==> src/rtl/app_mul_err_stats.sv <==
// ---------------------------------------------------------------------------
// app_mul_err_stats
// Collects error statistics for the output of an approximate multiplier.
// Each accepted sample is a pair of 32-bit products: the exact result and the
// approximate (Mitchell) result. Over a window of WINDOW samples the block
// accumulates:
//   - the saturating sum of absolute errors
//   - the largest absolute error
//   - the number of samples with a nonzero error
//   - the number of samples accepted
// The results are held for readout after the window ends.
//
// Pipeline:
//   stage 1  registers |exact - approx| in the cycle the sample is accepted
//   stage 2  folds that error into the statistics
//
// Control is a four-state FSM: IDLE -> RUN -> DRAIN -> DONE.
//
// Optional feature: when the macro APP_MUL_ERR_HIST_EN is defined, eight
// saturating 16-bit histogram bins are built, indexed by the leading-one
// position of the error. Otherwise hist_count is tied to zero.
// ---------------------------------------------------------------------------
module app_mul_err_stats #(
    parameter int unsigned WINDOW = 1024,
    parameter int unsigned SUM_W  = 48
) (
    input  logic             clk,
    input  logic             reset,
    input  logic             start,
    input  logic             in_valid,
    output logic             in_ready,
    input  logic [31:0]      prod_exact,
    input  logic [31:0]      prod_approx,
    output logic             busy,
    output logic             done,
    output logic [31:0]      sample_cnt,
    output logic [31:0]      mismatch_cnt,
    output logic [SUM_W-1:0] err_sum,
    output logic [31:0]      err_max,
    input  logic [2:0]       hist_sel,
    output logic [15:0]      hist_count
);

    typedef enum logic [1:0] {
        ST_IDLE,
        ST_RUN,
        ST_DRAIN,
        ST_DONE
    } state_t;

    localparam logic [31:0]      WIN     = 32'(WINDOW);
    // The sum is one bit wider than its widest operand, so an overflow past
    // the saturation point is always visible before it is clamped.
    localparam int unsigned      ACC_W   = ((SUM_W > 32) ? SUM_W : 32) + 1;
    localparam logic [SUM_W-1:0] SUM_MAX = '1;

    state_t state_q, state_d;
    logic   drain_q, drain_d;

    logic        s1_valid_q, s1_valid_d;
    logic [31:0] s1_err_q,   s1_err_d;

    logic [31:0]      sample_cnt_q,   sample_cnt_d;
    logic [31:0]      mismatch_cnt_q, mismatch_cnt_d;
    logic [SUM_W-1:0] err_sum_q,      err_sum_d;
    logic [31:0]      err_max_q,      err_max_d;

    logic             accept;
    logic             clear;
    logic [31:0]      abs_err;
    logic [ACC_W-1:0] sum_wide;

    // A sample is only taken in RUN, and only while the window still has room.
    assign in_ready = (state_q == ST_RUN) && (sample_cnt_q < WIN);
    assign accept   = in_valid && in_ready;
    assign busy     = (state_q == ST_RUN) || (state_q == ST_DRAIN);
    assign done     = (state_q == ST_DONE);

    assign sample_cnt   = sample_cnt_q;
    assign mismatch_cnt = mismatch_cnt_q;
    assign err_sum      = err_sum_q;
    assign err_max      = err_max_q;

    // Next-state logic. A start clears the statistics and (re)opens a window.
    // A start in DONE is ignored.
    always_comb begin
        // NOTE: every variable written here gets a default value first.
        // Otherwise a path that leaves one unassigned would infer a latch.
        state_d      = state_q;
        drain_d      = drain_q;
        clear        = 1'b0;
        sample_cnt_d = sample_cnt_q;
        case (state_q)
            ST_IDLE: begin
                if (start) begin
                    clear   = 1'b1;
                    state_d = ST_RUN;
                end
            end
            ST_RUN: begin
                clear = start;
            end
            ST_DRAIN: begin
                if (start) begin
                    clear   = 1'b1;
                    state_d = ST_RUN;
                end else if (drain_q) begin
                    state_d = ST_DONE;
                end else begin
                    drain_d = 1'b1;
                end
            end
            ST_DONE: begin
                state_d = ST_IDLE;
            end
            default: begin
                state_d = ST_IDLE;
            end
        endcase

        // A sample that arrives with a restart becomes the first sample of
        // the new window. The count never exceeds WIN, so it cannot wrap.
        sample_cnt_d = (clear ? 32'd0 : sample_cnt_q) + {31'd0, accept};

        // The last sample of the window was taken this cycle. Two DRAIN cycles
        // follow while stage 1 and stage 2 empty, then DONE.
        if ((state_q == ST_RUN) && accept && (sample_cnt_d == WIN)) begin
            state_d = ST_DRAIN;
            drain_d = 1'b0;
        end
    end

    // Stage 1: capture the absolute error of the sample being accepted.
    always_comb begin
        abs_err    = (prod_exact >= prod_approx) ? (prod_exact - prod_approx)
                                                 : (prod_approx - prod_exact);
        s1_valid_d = accept;
        s1_err_d   = accept ? abs_err : s1_err_q;
    end

    // Stage 2: fold the stage-1 error into the statistics. A restart clears
    // the statistics and drops any error still in flight.
    always_comb begin
        err_sum_d      = err_sum_q;
        err_max_d      = err_max_q;
        mismatch_cnt_d = mismatch_cnt_q;
        sum_wide       = ACC_W'(err_sum_q) + ACC_W'(s1_err_q);
        if (clear) begin
            err_sum_d      = '0;
            err_max_d      = '0;
            mismatch_cnt_d = '0;
        end else if (s1_valid_q) begin
            err_sum_d = (sum_wide > ACC_W'(SUM_MAX)) ? SUM_MAX
                                                     : sum_wide[SUM_W-1:0];
            if (s1_err_q > err_max_q) begin
                err_max_d = s1_err_q;
            end
            if ((s1_err_q != 32'd0) && (mismatch_cnt_q != '1)) begin
                mismatch_cnt_d = mismatch_cnt_q + 32'd1;
            end
        end
    end

    // State, pipeline and statistics registers.
    always_ff @(posedge clk) begin
        // NOTE: sequential state is assigned non-blocking. Every register
        // then samples the value it had before the edge, whatever the order
        // of the statements.
        if (reset) begin
            state_q        <= ST_IDLE;
            drain_q        <= 1'b0;
            s1_valid_q     <= 1'b0;
            s1_err_q       <= '0;
            sample_cnt_q   <= '0;
            mismatch_cnt_q <= '0;
            err_sum_q      <= '0;
            err_max_q      <= '0;
        end else begin
            state_q        <= state_d;
            drain_q        <= drain_d;
            s1_valid_q     <= s1_valid_d;
            s1_err_q       <= s1_err_d;
            sample_cnt_q   <= sample_cnt_d;
            mismatch_cnt_q <= mismatch_cnt_d;
            err_sum_q      <= err_sum_d;
            err_max_q      <= err_max_d;
        end
    end

`ifdef APP_MUL_ERR_HIST_EN
    logic [15:0] bins_q [8];
    logic [15:0] bins_d [8];
    logic [15:0] hist_count_q, hist_count_d;
    logic [2:0]  bin_idx;

    // Map an error to its bin. Bin 0 is a zero error. Bins 1..6 each cover
    // four leading-one positions. Bin 7 covers positions 24 and above.
    function automatic logic [2:0] bin_of(input logic [31:0] e);
        logic [2:0] b;
        if (e == 32'd0)        b = 3'd0;
        else if (|e[31:24])    b = 3'd7;
        else if (|e[23:20])    b = 3'd6;
        else if (|e[19:16])    b = 3'd5;
        else if (|e[15:12])    b = 3'd4;
        else if (|e[11:8])     b = 3'd3;
        else if (|e[7:4])      b = 3'd2;
        else                   b = 3'd1;
        return b;
    endfunction

    // Histogram update in stage 2, alongside the other statistics.
    always_comb begin
        bins_d       = bins_q;
        bin_idx      = bin_of(s1_err_q);
        hist_count_d = bins_q[hist_sel];
        if (clear) begin
            for (int i = 0; i < 8; i++) begin
                bins_d[i] = '0;
            end
        end else if (s1_valid_q && (bins_q[bin_idx] != '1)) begin
            bins_d[bin_idx] = bins_q[bin_idx] + 16'd1;
        end
    end

    // Bin storage and the registered readout port.
    always_ff @(posedge clk) begin
        // NOTE: the bins are reset here like any other register. They are
        // part of the visible state and must read zero after a reset.
        if (reset) begin
            bins_q       <= '{default: '0};
            hist_count_q <= '0;
        end else begin
            bins_q       <= bins_d;
            hist_count_q <= hist_count_d;
        end
    end

    assign hist_count = hist_count_q;
`else
    // No histogram is built, so the select input has no effect.
    logic unused_hist_sel;
    assign unused_hist_sel = ^hist_sel;
    assign hist_count      = 16'd0;
`endif

endmodule

==> config.mk <==
export PLATFORM = sky130hd
export DESIGN_NAME = app_mul_err_stats
export DESIGN_NICKNAME = d
export VERILOG_FILES = /design/src/rtl/app_mul_err_stats.sv
export SDC_FILE = /design/constraint.sdc
export NUM_CORES = 1
export LEC_CHECK = 0
export ABC_CLOCK_PERIOD_IN_PS = 4850
export CAP_MARGIN = 0
export CORE_ASPECT_RATIO = 1.1
export CORE_MARGIN = 5
export CORE_UTILIZATION = 45
export CTS_CLUSTER_DIAMETER = 80
export CTS_CLUSTER_SIZE = 40
export DETAILED_ROUTE_END_ITERATION = 10
export PLACE_DENSITY = 0.79
export SLEW_MARGIN = 20
export SYNTH_ARGS = -nofsm -noshare
export SYNTH_HDL_FRONTEND = slang
export SYNTH_SLANG_ARGS = --single-unit
==> constraint.sdc <==
create_clock -name clk -period 4.85 [get_ports clk]
set_input_delay 0.97 -clock clk [delete_from_list [all_inputs] [get_ports clk]]
set_output_delay 0.97 -clock clk [all_outputs]
set_load 0.01 [all_outputs]
---- Word level (Yosys, flattened, before mapping) ----
Cells that the tools add are included.
word-level totals
  register bits ........................... 180
  bits in latches ......................... 0
  memory bits (writable) .................. 0
  ROM bits ................................ 0
  input bits .............................. 71
  output and inout bits ................... 163
  logic and storage cells ................. 56
  memories ................................ 0
cells by class
  add/sub/neg operators ................... 5
  multipliers ............................. 0
  divide/modulo/power cells ............... 0
  order comparisons ....................... 4
  equality and inequality tests ........... 9
  shift operators ......................... 0
  mux-type cells .......................... 10
  bitwise operators ....................... 1
  reduce and logical (&&, ||, !) cells .... 18
operators by type and width
  cell                                                                            count
  32-bit 2-to-1 mux                                                               2
  32-bit subtractor                                                               2
  48-bit by 32-bit adder with 49-bit output                                       1
  49-bit by 48-bit > comparator with 1-bit output, second input constant          1
  48-bit 2-to-1 mux                                                               1
  32-bit by 1-bit adder with 32-bit output                                        1
  32-bit by 1-bit adder with 32-bit output, second input constant                 1
  32-bit by 11-bit equality test with 1-bit output, second input constant         1
  32-bit >= comparator                                                            1
  32-bit > comparator                                                             1
  32-bit by 11-bit less-than comparator with 1-bit output, second input constant  1
  32-bit inequality test, second input constant                                   1
  32-bit nonzero test                                                             1
  2-bit 2-to-1 mux                                                                4
  3-bit inequality test, second input constant                                    2
  2-bit one-hot mux with 3 select lines                                           1
  2-bit AND reduction                                                             3
  3-bit AND reduction                                                             2
  2-bit OR reduction                                                              3
  1-bit logical AND                                                               5
  2-bit equality test, second input constant                                      2
  4-bit by 3-bit inequality test with 1-bit output, second input constant         1
  4-bit nonzero test                                                              1
  3-bit nonzero test                                                              1
  7 further kinds                                                                 7

---- Logic depth before layout (Yosys ltp) ----
  depth after elaboration ................. 9
  gate-level depth with buffers ........... 20
  mapped depth without buffers ............ 18

---- Worst setup path before layout ----
Ideal clock, no wire load.
  path type ............................... flip-flop to flip-flop
  start ................................... reg state_q[1]
  end ..................................... reg sample_cnt_q[27] (netlist: sample_cnt[27])
  library setup time ...................... 128 ps
  arrival time ............................ 3846 ps
  required time ........................... 4722 ps
  path slack .............................. 877 ps
  cell stages (with the launch flop) ...... 20
  path buffers ............................ 2
  clock period less this slack ............ 3973 ps
  path through ............................ dfxtp_1 -> inv_1 -> ha_1 -> nor4b_1 -> nand4_1 -> nor2_1 -> nand2_1 -> inv_1 -> clkbuf_1 -> buf_1 -> ha_1 -> nand2_1 -> nor4_1 -> nand3_1 -> or3_1 -> nor2_1 -> and2_1 -> nand3_1 -> xor2_1 -> nor2_1
between the ends
  elaborated cells on any way between the ends .. 9
RTL lines
  element                                         RTL line  RTL
  start: declaration                              57        state_t state_q, state_d;
  start signal: assignment                        179       state_q <= state_d;
  2-bit by 1-bit equality test with 1-bit output  74        assign in_ready = (state_q == ST_RUN) && (sample_cnt_q < WIN);
  1-bit logical AND                               74
  net in_ready                                    31        output logic in_ready,
  1-bit logical AND                               75        assign accept = in_valid && in_ready;
  net accept                                      68        logic accept;
  32-bit by 1-bit adder with 32-bit output        123       sample_cnt_d = (clear ? 32'd0 : sample_cnt_q) + {31'd0, accept};
  end signal: assignment                          183       sample_cnt_q <= sample_cnt_d;
  end: declaration                                63        logic [31:0] sample_cnt_q, sample_cnt_d;
The timed path passes the listed nets, and every way through them passes these cells.
A chain may end at the register's enable or synchronous reset.

---- Worst setup path in the final report ----
  start ................................... in prod_exact[3]
  end ..................................... reg s1_err_q[20]
between the ends
  word-level cells in the longest chain between the ends .. 2
  elaborated cells on any way between the ends .. 4
RTL lines
  element                                    RTL line  RTL
  start: declaration                         32        input logic [31:0] prod_exact,
  32-bit subtractor (tied with other cells)  136       : (prod_approx - prod_exact);
  32-bit 2-to-1 mux (*)                      135       abs_err = (prod_exact >= prod_approx) ? (prod_exact - prod_approx)
  end signal: assignment                     182       s1_err_q <= s1_err_d;
  end: declaration                           61        logic [31:0] s1_err_q, s1_err_d;
Every way passes the cells marked *; elsewhere a longest branch is shown, timed or not.

==> impl_metrics.py <==
metrics = {
    "clock_network": {
        "clkTransAtPathRegs_ns": 0.07,
        "clockRootBuffer": "clkbuf_16",
        "htreeDepth": 4,
        "cts_resized": 0,
        "postCtsSetupBuffers": 0,
        "ctsHoldBuffers": 0,
        "cts_max_path_buffers": 2,
        "tritoncts": "yes",
        "clock_latency_ns": 0.45,
        "cts.sinks": 180,
        "cts_buffers": 17,
    },
    "sta": {
        "fin_crit_ns": 4.08,
        "hold_viol": 0,
        "tightest_slew_ns": 1.06,
        "setup-violations-final": 0,
        "drv_slew": 0,
        "setup-tns-final_ns": 0,
        "min_period_over_period_pct": 84.1,
        "fin_skew_ns": 0.0146,
        "maxSlewHeadroom_pct": 28.8,
        "rsz0062_at_grt": "false",
        "fmax_mhz": 245,
    },
    "detailed_routing": {
        "drcViolationCount": 0,
        "avgRoutedWirePerCell_um": 17.2,
        "ant_nets": 0,
        "vias_per_cell": 5.75,
        "vias": 14062,
        "drt_first_pass_iters": 5,
        "finalWirelength_um": 42000,
        "drtIter0Drc": 1154,
    },
    "synth": {
        "postSynthCellCount": 1838,
        "ys_seq_area_share_pct": 25.6,
        "synth.distinct_cells": 84,
        "ys_warn_count": 0,
        "synthesis.area_um2": 14100,
        "synth_edf_count": 0,
        "synthFlopType": "dfxtp_1",
        "async_reset_ff_share_pct": 0,
        "yosysTopAreaCell": "dfxtp_1",
        "synth_seq_cells": 180,
        "avgSynthCellArea_um2": 7.65,
        "yosysTopAreaCellShare_pct": 25.6,
        "synth_area_leaders": "dfxtp_1 26%, ha_1 12%, a21oi_1 5.4%",
    },
    "global_routing": {
        "grt_max_degree": 98,
        "grt_usage_pct": 23.4,
        "gr-total-overflow": 0,
        "grt_pass1_wl_um": 67800,
        "antenna_found_initial": 0,
        "grt_pass1_vias": 13475,
    },
    "power_and_ir_drop": {
        "p_leak_nw": 6.94,
        "power_per_cell_area_nw_per_um2": 231,
        "vdd_drop_max_mv": 0.162,
    },
    "die": {
        "top_level_ports": 234,
        "die_y_um": 195,
        "die_x_um": 179,
        "floorplan.initialDensity_pct": 45.8,
        "coreArea_um2": 30700,
        "rows": 67,
        "dieArea_um2": 34900,
    },
    "critical_path": {
        "slowest_delay_ns": 0.51,
        "critPathMaxFanout": 9,
        "cp.arrival_ns": 4.41,
        "cp.required_ns": 5.18,
        "path_buf_inv": 2,
        "critPathLaunchType": "input pin",
        "cp_slowest_cell": "or4_1",
        "critPathCaptureType": "register",
        "crit_type": "input pin to register",
        "path_cells": "clkdlybuf4s50_1, inv_1, ha_1, a21oi_1, a21boi_2, nor2_4, a211oi_4, o21a_1, o21ai_1, a32oi_2, o311a_1, or4_1",
        "cp_top_family": "compound AO/OA/AOI/OAI gates",
    },
    "final_layout": {
        "fin_area_um2": 17200,
        "drive_gt1_share_pct": 4.58,
        "nets": 2228,
        "num_antenna_cells": 0,
        "layout_common_cells": "213 x clkdlybuf4s50_1, 180 x dfxtp_1, 175 x nand2_1",
        "final_common_cell": "clkdlybuf4s50_1",
        "fill_cells": 2881,
        "syn_to_final_growth_pct": 22.1,
    },
    "min_path": {
        "hold_class": "register to register",
    },
    "flow_run": {
        "max_cap_violations": 0,
    },
    "place": {
        "io_buffers": 214,
        "hpwl_um": 33000,
        "dpl_cell_area_um2": 16600,
        "place.gp.congestion": 0.891,
    },
    "run_status": {
        "outcome": "finished, final reports clean",
    },
}
[cell families after synthesis]
logic type,after synthesis,share of synthesized area (%)
AOI/OAI and AO/OA,506,23.1
xor gates and xnor gates,95,5.92
adders and majority gates,138,12.4
buffers and inverters,235,7.10
DFF,180,25.6
muxes,49,3.51
other,1,0.0267
and+or+nand+nor,634,22.3
[worst paths after layout]
check | startpoint | end | slack, ns | cells past startpoint
min reg2reg | err_max[31] | err_max[31] | 0.47 | 2
min | err_max[31] | err_max[31] | 0.47 | 2
max reg2reg | state_q[1] | sample_cnt[31] | 0.94 | 17
max | prod_exact[3] | s1_err_q[20] | 0.77 | 12
[routing by layer]
metal	wire [um]	vias up	global-route usage, %
met3	2450	106	2.92
met4	1800	0	10.3
met2	19700	511	38.6
li1	-	6899	-
met5	0	-	0
met1	18100	6546	30.5
[synthesized netlist by cell type, types with 25 or more instances]
cell      number
a211oi_1      37
nand4_1       42
mux2i_1       47
nand2_1      176
a21o_1        54
dfxtp_1      180
clkbuf_1      53
nor3_1        42
a21oi_1      152
o21ai_0      111
xnor2_1       42
nor2_1       169
inv_1        137
xor2_1        53
or3_1         25
ha_1         135
nand3_1       43
[worst register-to-register path, stage by stage (launching register included)]
cell and delay [ns]:
dfxtp_1 0.36, inv_1 0.09, ha_1 0.18, nor4b_1 0.22, nand4_1 0.11, nor2_1 0.22
nand2_1 0.13, inv_1 0.11, ha_1 0.20, nand2_1 0.06, nor4_1 0.51, nand3_1 0.30
or3_1 0.49, nor2_1 0.23, and2_1 0.25, nand3_1 0.11, xor2_1 0.15, nor2_1 0.05
[cell type report]
type / instances / area, um^2 / share of cell area [%]
multi-input cells: 1438 / 9540 / 55.6
clock buffers: 19 / 453 / 2.64
flip-flops and latches: 180 / 3600 / 21.0
clock inverters: 13 / 140 / 0.817
repair buffers: 245 / 2390 / 14.0
well taps: 414 / 518 / 3.02
inverters: 137 / 514 / 3.00
[power by group]
group          internal [mW]  switching, mW  total, mW  leakage [nW]
combinational          0.415          0.587       1.00          5.19
sequential              1.51         0.0514       1.56          1.45
clock                  0.754          0.642       1.40         0.296
total                   2.68           1.28       3.96          6.94
[per-stage QoR]
step / utilization [%] / worst slack [ns] / cells / hold slack [ns] / power (mW)
after floorplan: - / 0.877 / 1853 / 0.440 / 2.26
after global routing: 55.9 / 0.480 / 2446 / 0.498 / 4.15
after global placement: 54.0 / 0.430 / 2414 / 0.456 / 2.55
after CTS: 55.9 / 0.845 / 2446 / 0.473 / 3.97
after detailed placement: 54.0 / 0.390 / 2414 / 0.462 / 2.57
final: 55.9 / 0.771 / 2446 / 0.473 / 3.96
[sequential cells by signal (all words and copies together), names as in the netlist]
name / count
err_sum: 48
err_max: 32
mismatch_cnt: 32
s1_err_q: 32
sample_cnt: 32
state_q: 2
drain_q: 1
s1_valid_q: 1
Note: power is estimated with default switching activity, not from simulation.
